===== src/rtl/branch_predictor_pkg.sv =====
// Shared types and constants for the branch target buffer and its counter logic.
package branch_predictor_pkg;

  localparam int ENTRIES_DEFAULT = 16;
  localparam int ADDR_W          = 30;  // word address width, pc[31:2]
  localparam int CTR_W           = 2;

  typedef enum logic [CTR_W-1:0] {
    CTR_SNT = 2'b00,
    CTR_WNT = 2'b01,
    CTR_WT  = 2'b10,
    CTR_ST  = 2'b11
  } ctr_t;

endpackage


===== src/rtl/bp_sat_ctr.sv =====
// Two-bit saturating direction counter: next state from current state and outcome.
module bp_sat_ctr
  import branch_predictor_pkg::*;
(
  input  ctr_t ctr,
  input  logic taken,
  output ctr_t ctr_next
);

  // NOTE: every combinational output gets a default first so no path can infer a latch.
  always_comb begin
    ctr_next = ctr;
    if (taken) begin
      if (ctr != CTR_ST) ctr_next = ctr_t'(ctr + 2'd1);
    end else begin
      if (ctr != CTR_SNT) ctr_next = ctr_t'(ctr - 2'd1);
    end
  end

endmodule


===== src/rtl/branch_predictor.sv =====
// Direct-mapped BTB with 2-bit counters; combinational lookup, EX and ID updates at the edge.
module branch_predictor
  import branch_predictor_pkg::*;
#(
  parameter int ENTRIES = ENTRIES_DEFAULT,
  parameter int IDX_W   = $clog2(ENTRIES)
) (
  input  logic              clk,
  input  logic              rst,
  input  logic [31:0]       pc,
  output logic              jump_taken_predict,
  output logic [ADDR_W-1:0] jump_target_predict,
  input  logic              upd_ex_valid,
  input  logic [ADDR_W-1:0] upd_ex_pc,
  input  logic              upd_ex_taken,
  input  logic [ADDR_W-1:0] upd_ex_target,
  input  logic              upd_id_valid,
  input  logic [ADDR_W-1:0] upd_id_pc,
  input  logic [ADDR_W-1:0] upd_id_target
);

  localparam int TAG_W = ADDR_W - IDX_W;

  logic [ENTRIES-1:0] valid_q;
  logic [ENTRIES-1:0] uncond_q;
  logic [TAG_W-1:0]   tag_q    [ENTRIES];
  logic [ADDR_W-1:0]  target_q [ENTRIES];
  ctr_t               ctr_q    [ENTRIES];

  // Lookup: byte offset bits of the fetch pc carry no information.
  logic [IDX_W-1:0] rd_idx;
  logic [TAG_W-1:0] rd_tag;
  logic             rd_hit;
  logic             unused_pc_bits;

  assign rd_idx         = pc[2 +: IDX_W];
  assign rd_tag         = pc[31 -: TAG_W];
  assign rd_hit         = valid_q[rd_idx] && (tag_q[rd_idx] == rd_tag);
  assign unused_pc_bits = ^pc[1:0];

  assign jump_taken_predict  = rd_hit && (uncond_q[rd_idx] || ctr_q[rd_idx][1]);
  assign jump_target_predict = rd_hit ? target_q[rd_idx] : '0;

  logic [IDX_W-1:0] ex_idx, id_idx;
  logic [TAG_W-1:0] ex_tag, id_tag;
  logic             ex_hit, ex_write, id_write;
  ctr_t             ex_ctr_next;

  assign ex_idx = upd_ex_pc[IDX_W-1:0];
  assign ex_tag = upd_ex_pc[ADDR_W-1 -: TAG_W];
  assign id_idx = upd_id_pc[IDX_W-1:0];
  assign id_tag = upd_id_pc[ADDR_W-1 -: TAG_W];
  assign ex_hit = valid_q[ex_idx] && (tag_q[ex_idx] == ex_tag);

  bp_sat_ctr u_ex_ctr (
    .ctr      (ctr_q[ex_idx]),
    .taken    (upd_ex_taken),
    .ctr_next (ex_ctr_next)
  );

  // A not-taken miss leaves the table alone; the resolved branch wins an index collision.
  assign ex_write = upd_ex_valid && (ex_hit || upd_ex_taken);
  assign id_write = upd_id_valid && !(upd_ex_valid && (id_idx == ex_idx));

  // NOTE: only the valid bits are reset; payload arrays stay reset-free since valid gates every read.
  always_ff @(posedge clk) begin
    if (rst) begin
      valid_q <= '0;
    end else begin
      if (id_write) begin
        valid_q[id_idx]  <= 1'b1;
        uncond_q[id_idx] <= 1'b1;
        tag_q[id_idx]    <= id_tag;
        target_q[id_idx] <= upd_id_target;
        ctr_q[id_idx]    <= CTR_ST;
      end
      if (ex_write) begin
        valid_q[ex_idx]  <= 1'b1;
        uncond_q[ex_idx] <= 1'b0;
        tag_q[ex_idx]    <= ex_tag;
        ctr_q[ex_idx]    <= ex_hit ? ex_ctr_next : CTR_WT;
        if (upd_ex_taken) target_q[ex_idx] <= upd_ex_target;
      end
    end
  end

endmodule

===== config.mk =====
export PLATFORM = sky130hd
export DESIGN_NAME = branch_predictor
export DESIGN_NICKNAME = d
export VERILOG_FILES = /design/src/rtl/branch_predictor_pkg.sv /design/src/rtl/bp_sat_ctr.sv /design/src/rtl/branch_predictor.sv
export SDC_FILE = /design/constraint.sdc
export NUM_CORES = 1
export LEC_CHECK = 0
export CAP_MARGIN = 20
export CORE_MARGIN = 1
export CORE_UTILIZATION = 37
export DETAILED_ROUTE_END_ITERATION = 8
export HOLD_SLACK_MARGIN = 0.06
export PLACE_DENSITY = 0.5
export SYNTH_ARGS = -nofsm -noshare
export SYNTH_HDL_FRONTEND = slang
export SYNTH_SLANG_ARGS = --single-unit

===== constraint.sdc =====
create_clock -name clk -period 8.2 [get_ports clk]
set_input_delay 1.64 -clock clk [delete_from_list [all_inputs] [get_ports clk]]
set_output_delay 1.64 -clock clk [all_outputs]
set_load 0.03 [all_outputs]

==> impl_metrics.tcl <==
set metrics [dict create \
    outcome "completed" \
    hold_end "valid_q[0]$_SDFF_PP0_" \
    drt-pass1-iter-count 6 \
    ys_seq_area_share_pct 51.93 \
    final_layout_size_suffix_gt1_share_pct 33.29 \
    post-route-drc-count 0 \
    cts-resized-gates 0 \
    finalHoldViolations 0 \
    cts_setup_buffers 0 \
    critPathCaptureType "output pin" \
    timing.max_cap.violations 0 \
    avgSynthCellArea_um2 14.10 \
    slowest_stage "clkbuf_8" \
    synth-main-ff-cell "edfxtp_1" \
    detail_route.iter0.violations 6357 \
    core_area_um2 147800 \
    cts_tree "yes" \
    yosys.cell_types.count 73 \
    post_dp_cell_area_um2 59550 \
    finalSetupViolCount 0 \
    power_density_normalized_to_cell_area_nw_per_um2 186.0 \
    grt_antenna_before_repair 29 \
    post_synth_inst_count 3915 \
    postSynthRegisterBits 960 \
    number_of_levels_in_the_clock_h_tree 3 \
    drtAntennaViolNets 0 \
    cp_max_fo 64 \
    die_w_um 388.3 \
    p_clk_share_pct 40.8 \
    async_flop_share_pct 0 \
    synth-edff-count 944 \
    combinationalPowerShare_pct 12.0 \
    final.period_utilization_pct 90.68 \
    tightestPinTransition_ns 1.181 \
    worst_clock_skew_ns 0.08551 \
    pwr-share-seq_pct 47.3 \
    criticalPathCategory "input pin to output pin" \
    bufs_on_longest_clock_path 3 \
    clk_latency_ns 0.80 \
    mappedNetlistArea_um2 55200 \
    top_level_ports 188 \
    hold_path_depth 2 \
    dieHeight_um 388.3 \
    internal_power_mw 8.645 \
    number_of_synthesis_warnings 0 \
    synth_fp_nets 4072 \
    final.min_clock_period_ns 7.436 \
    switching_share_pct 26.10 \
    synth_top_cells_by_area "edfxtp_1, mux4_2, mux2_2" \
    vias 40980 \
    gpl.final_weighted_congestion 0.9601 \
    leakage_nw 20.51 \
    areaGrowthSynthToFinish_pct 13.95 \
    detailedPlacementHpwl_um 136700 \
    cp_data_arrival_time_ns 5.80 \
    port_bufs 185 \
    floorplan.initialDensity_pct 37.34 \
    grt_pass1_vias 39440 \
    post_drt_wl_per_cell_um 40.90 \
    worst_slew_margin_rel_pct 21.26 \
    final_max_slew_viol_count 0 \
    critical_path.most_common_cell "buf_4" \
    cp-start-kind "input pin" \
    area_share_of_the_leading_cell_type_in_the_synthesized_netlist_pct 51.35 \
    grt_first_pass_wirelength_um 329400 \
    full_die_area_um2 150700 \
    accumulated_negative_setup_slack_ns 0 \
    hold_path_class "flip-flop to flip-flop" \
    final_design_area_no_fill_um2 62900 \
    vdd.ir_drop.worst_v 0.0001499 \
    ordered_cell_list_for_the_critical_path "clkbuf_8 > buf_4 > mux4_2 > mux4_2 > xor2_1 > nor4_1 > buf_4 > nand4_1 > buf_4 > nor2b_1 > buf_12" \
    rsz0062_at_grt "no" \
    timing.rr.end "tag_q[11][6]$_DFFE_PP_" \
    grt_start_max_net_pins 131 \
    min_from "valid_q[0]$_SDFF_PP0_" \
    netSwitchingPower_mw 3.053 \
    grt.overflow.total 0 \
    placement_rows 141 \
    clk_transition_reported_paths_ns 0.06 \
    clk_root_buffer_cell "clkbuf_16" \
    synth_area_leader_cell "edfxtp_1" \
    fmaxAchievable_mhz 134.5 \
    finalNetCount 4060 \
    timing.rr.start "tag_q[9][12]$_DFFE_PP_" \
    vias_per_cell 6.915 \
    reg2regPathDepth 11 \
    critPathRequiredTime_ns 6.56 \
    number_of_buffers_added_by_the_clock_tree_synthesis_step 112 \
    routed_wl_um 242400 \
    cpPeakStageDelay_ns 0.62 \
    ctsHoldBuffers 0 \
    global_route.usage.total_pct 31.37 \
    reg2reg_setup_slack_ns 3.55 \
    numClockSinks 960 \
]
worst max-delay path by stage:
stage	startpoint	end	slack, ns
after floorplan	upd_ex_pc[1]	ctr_q[1][0]$_SDFFCE_PN1P_	1.37
after global placement	pc[2]	jump_target_predict[9]	0.84
after detailed placement	pc[2]	jump_target_predict[20]	0.86
after CTS	pc[2]	jump_target_predict[2]	0.83
after global routing	pc[2]	jump_target_predict[11]	0.69
final	pc[3]	jump_target_predict[11]	0.76
metrics by stage:
stage	total power, mW	setup WS, ns	cells	util (%)	hold slack [ns]
after floorplan	6.474	1.374	3915	-	0.4536
after global routing	11.97	0.6941	5924	42.54	0.5468
after CTS	11.70	0.8251	5922	42.54	0.5153
after detailed placement	6.997	0.8557	5719	40.28	0.5014
after global placement	6.985	0.8424	5718	40.26	0.4951
final	11.70	0.7643	5926	42.55	0.5187
synth_stat cells (all sizes together) (24+ instances only):
library cell	number
a22oi	25
clkbuf	324
nor2b	95
mux4	362
nor3	37
o32ai	370
xnor2	35
mux2i	62
edfxtp	944
o31ai	107
o21ai	62
nand2b	39
nand2	425
buf	159
mux2	520
nor2	76
o22ai	26
nor4	24
power groups by stage:
stage          Clock [mW]  Sequential (mW)  Combinational (mW)
6_report             4.77             5.53                1.40
5_1_grt              4.98             5.53                1.45
4_1_cts              4.80             5.53                1.37
3_5_place_dp            0             5.63                1.37
3_3_place_gp            0             5.63                1.36
2_1_floorplan           0             5.62               0.858
routing by layer:
layer  vias up  track usage [%]  wire length, um
met5         -                0              269
met4        42            14.23            12620
met3       701            8.766            28140
met2      3031            47.64           108200
met1     21270            41.62            93170
li1      15930                -                -
kinds of logic (layout without fill, tap and decap cells):
group	Yosys count	after routing	share of synthesized area (%)
multiplexers	944	944	26.50
buffers and inverters	514	591	4.143
AND/OR/NAND/NOR	767	767	6.791
AO/OA/AOI/OAI	680	680	9.837
other	0	4	0
XOR/XNOR	49	49	0.7774
adder cells (fa/ha/maj)	1	1	0.01813
flip-flops	960	960	51.93
worst max-delay path, delay by kind of cell:
| family | cells | cell delay (ns) |
|---|---|---|
| xor+xnor | 1 | 0.17 |
| mux | 2 | 0.93 |
| buf+inv | 5 | 1.90 |
| simple gates | 3 | 0.97 |
flip-flops by register name, summed over array words and instances (netlist names):
register,cells
ctr_q,32
uncond_q,16
tag_q,416
target_q,480
valid_q,16
layout by cell type, fill, tap and decap left out, types with 36 or more instances in the layout:
| cell type | n |
|---|---|
| nor2b_1 | 94 |
| o31ai_1 | 106 |
| edfxtp_1 | 944 |
| nor2_1 | 73 |
| nor3_1 | 36 |
| buf_4 | 164 |
| mux2_2 | 520 |
| nand2_1 | 400 |
| clkinv_1 | 53 |
| clkbuf_16 | 113 |
| buf_12 | 41 |
| mux4_2 | 362 |
| o32ai_1 | 369 |
| nand2b_1 | 37 |
| mux2i_1 | 62 |
| clkdlybuf4s50_1 | 145 |
cell type report:
type / instances / area (um^2)
flip-flops and latches: 960 / 28670
fillers: 13490 / 84940
inverters: 31 / 116.4
clock inverters: 59 / 394.1
multi-input cells: 2441 / 24760
repair buffers: 357 / 3600
well taps: 1930 / 2415
diodes: 4 / 10.01
clock buffers: 144 / 2944
No activity file was read; power rests on OpenSTA's default activity.
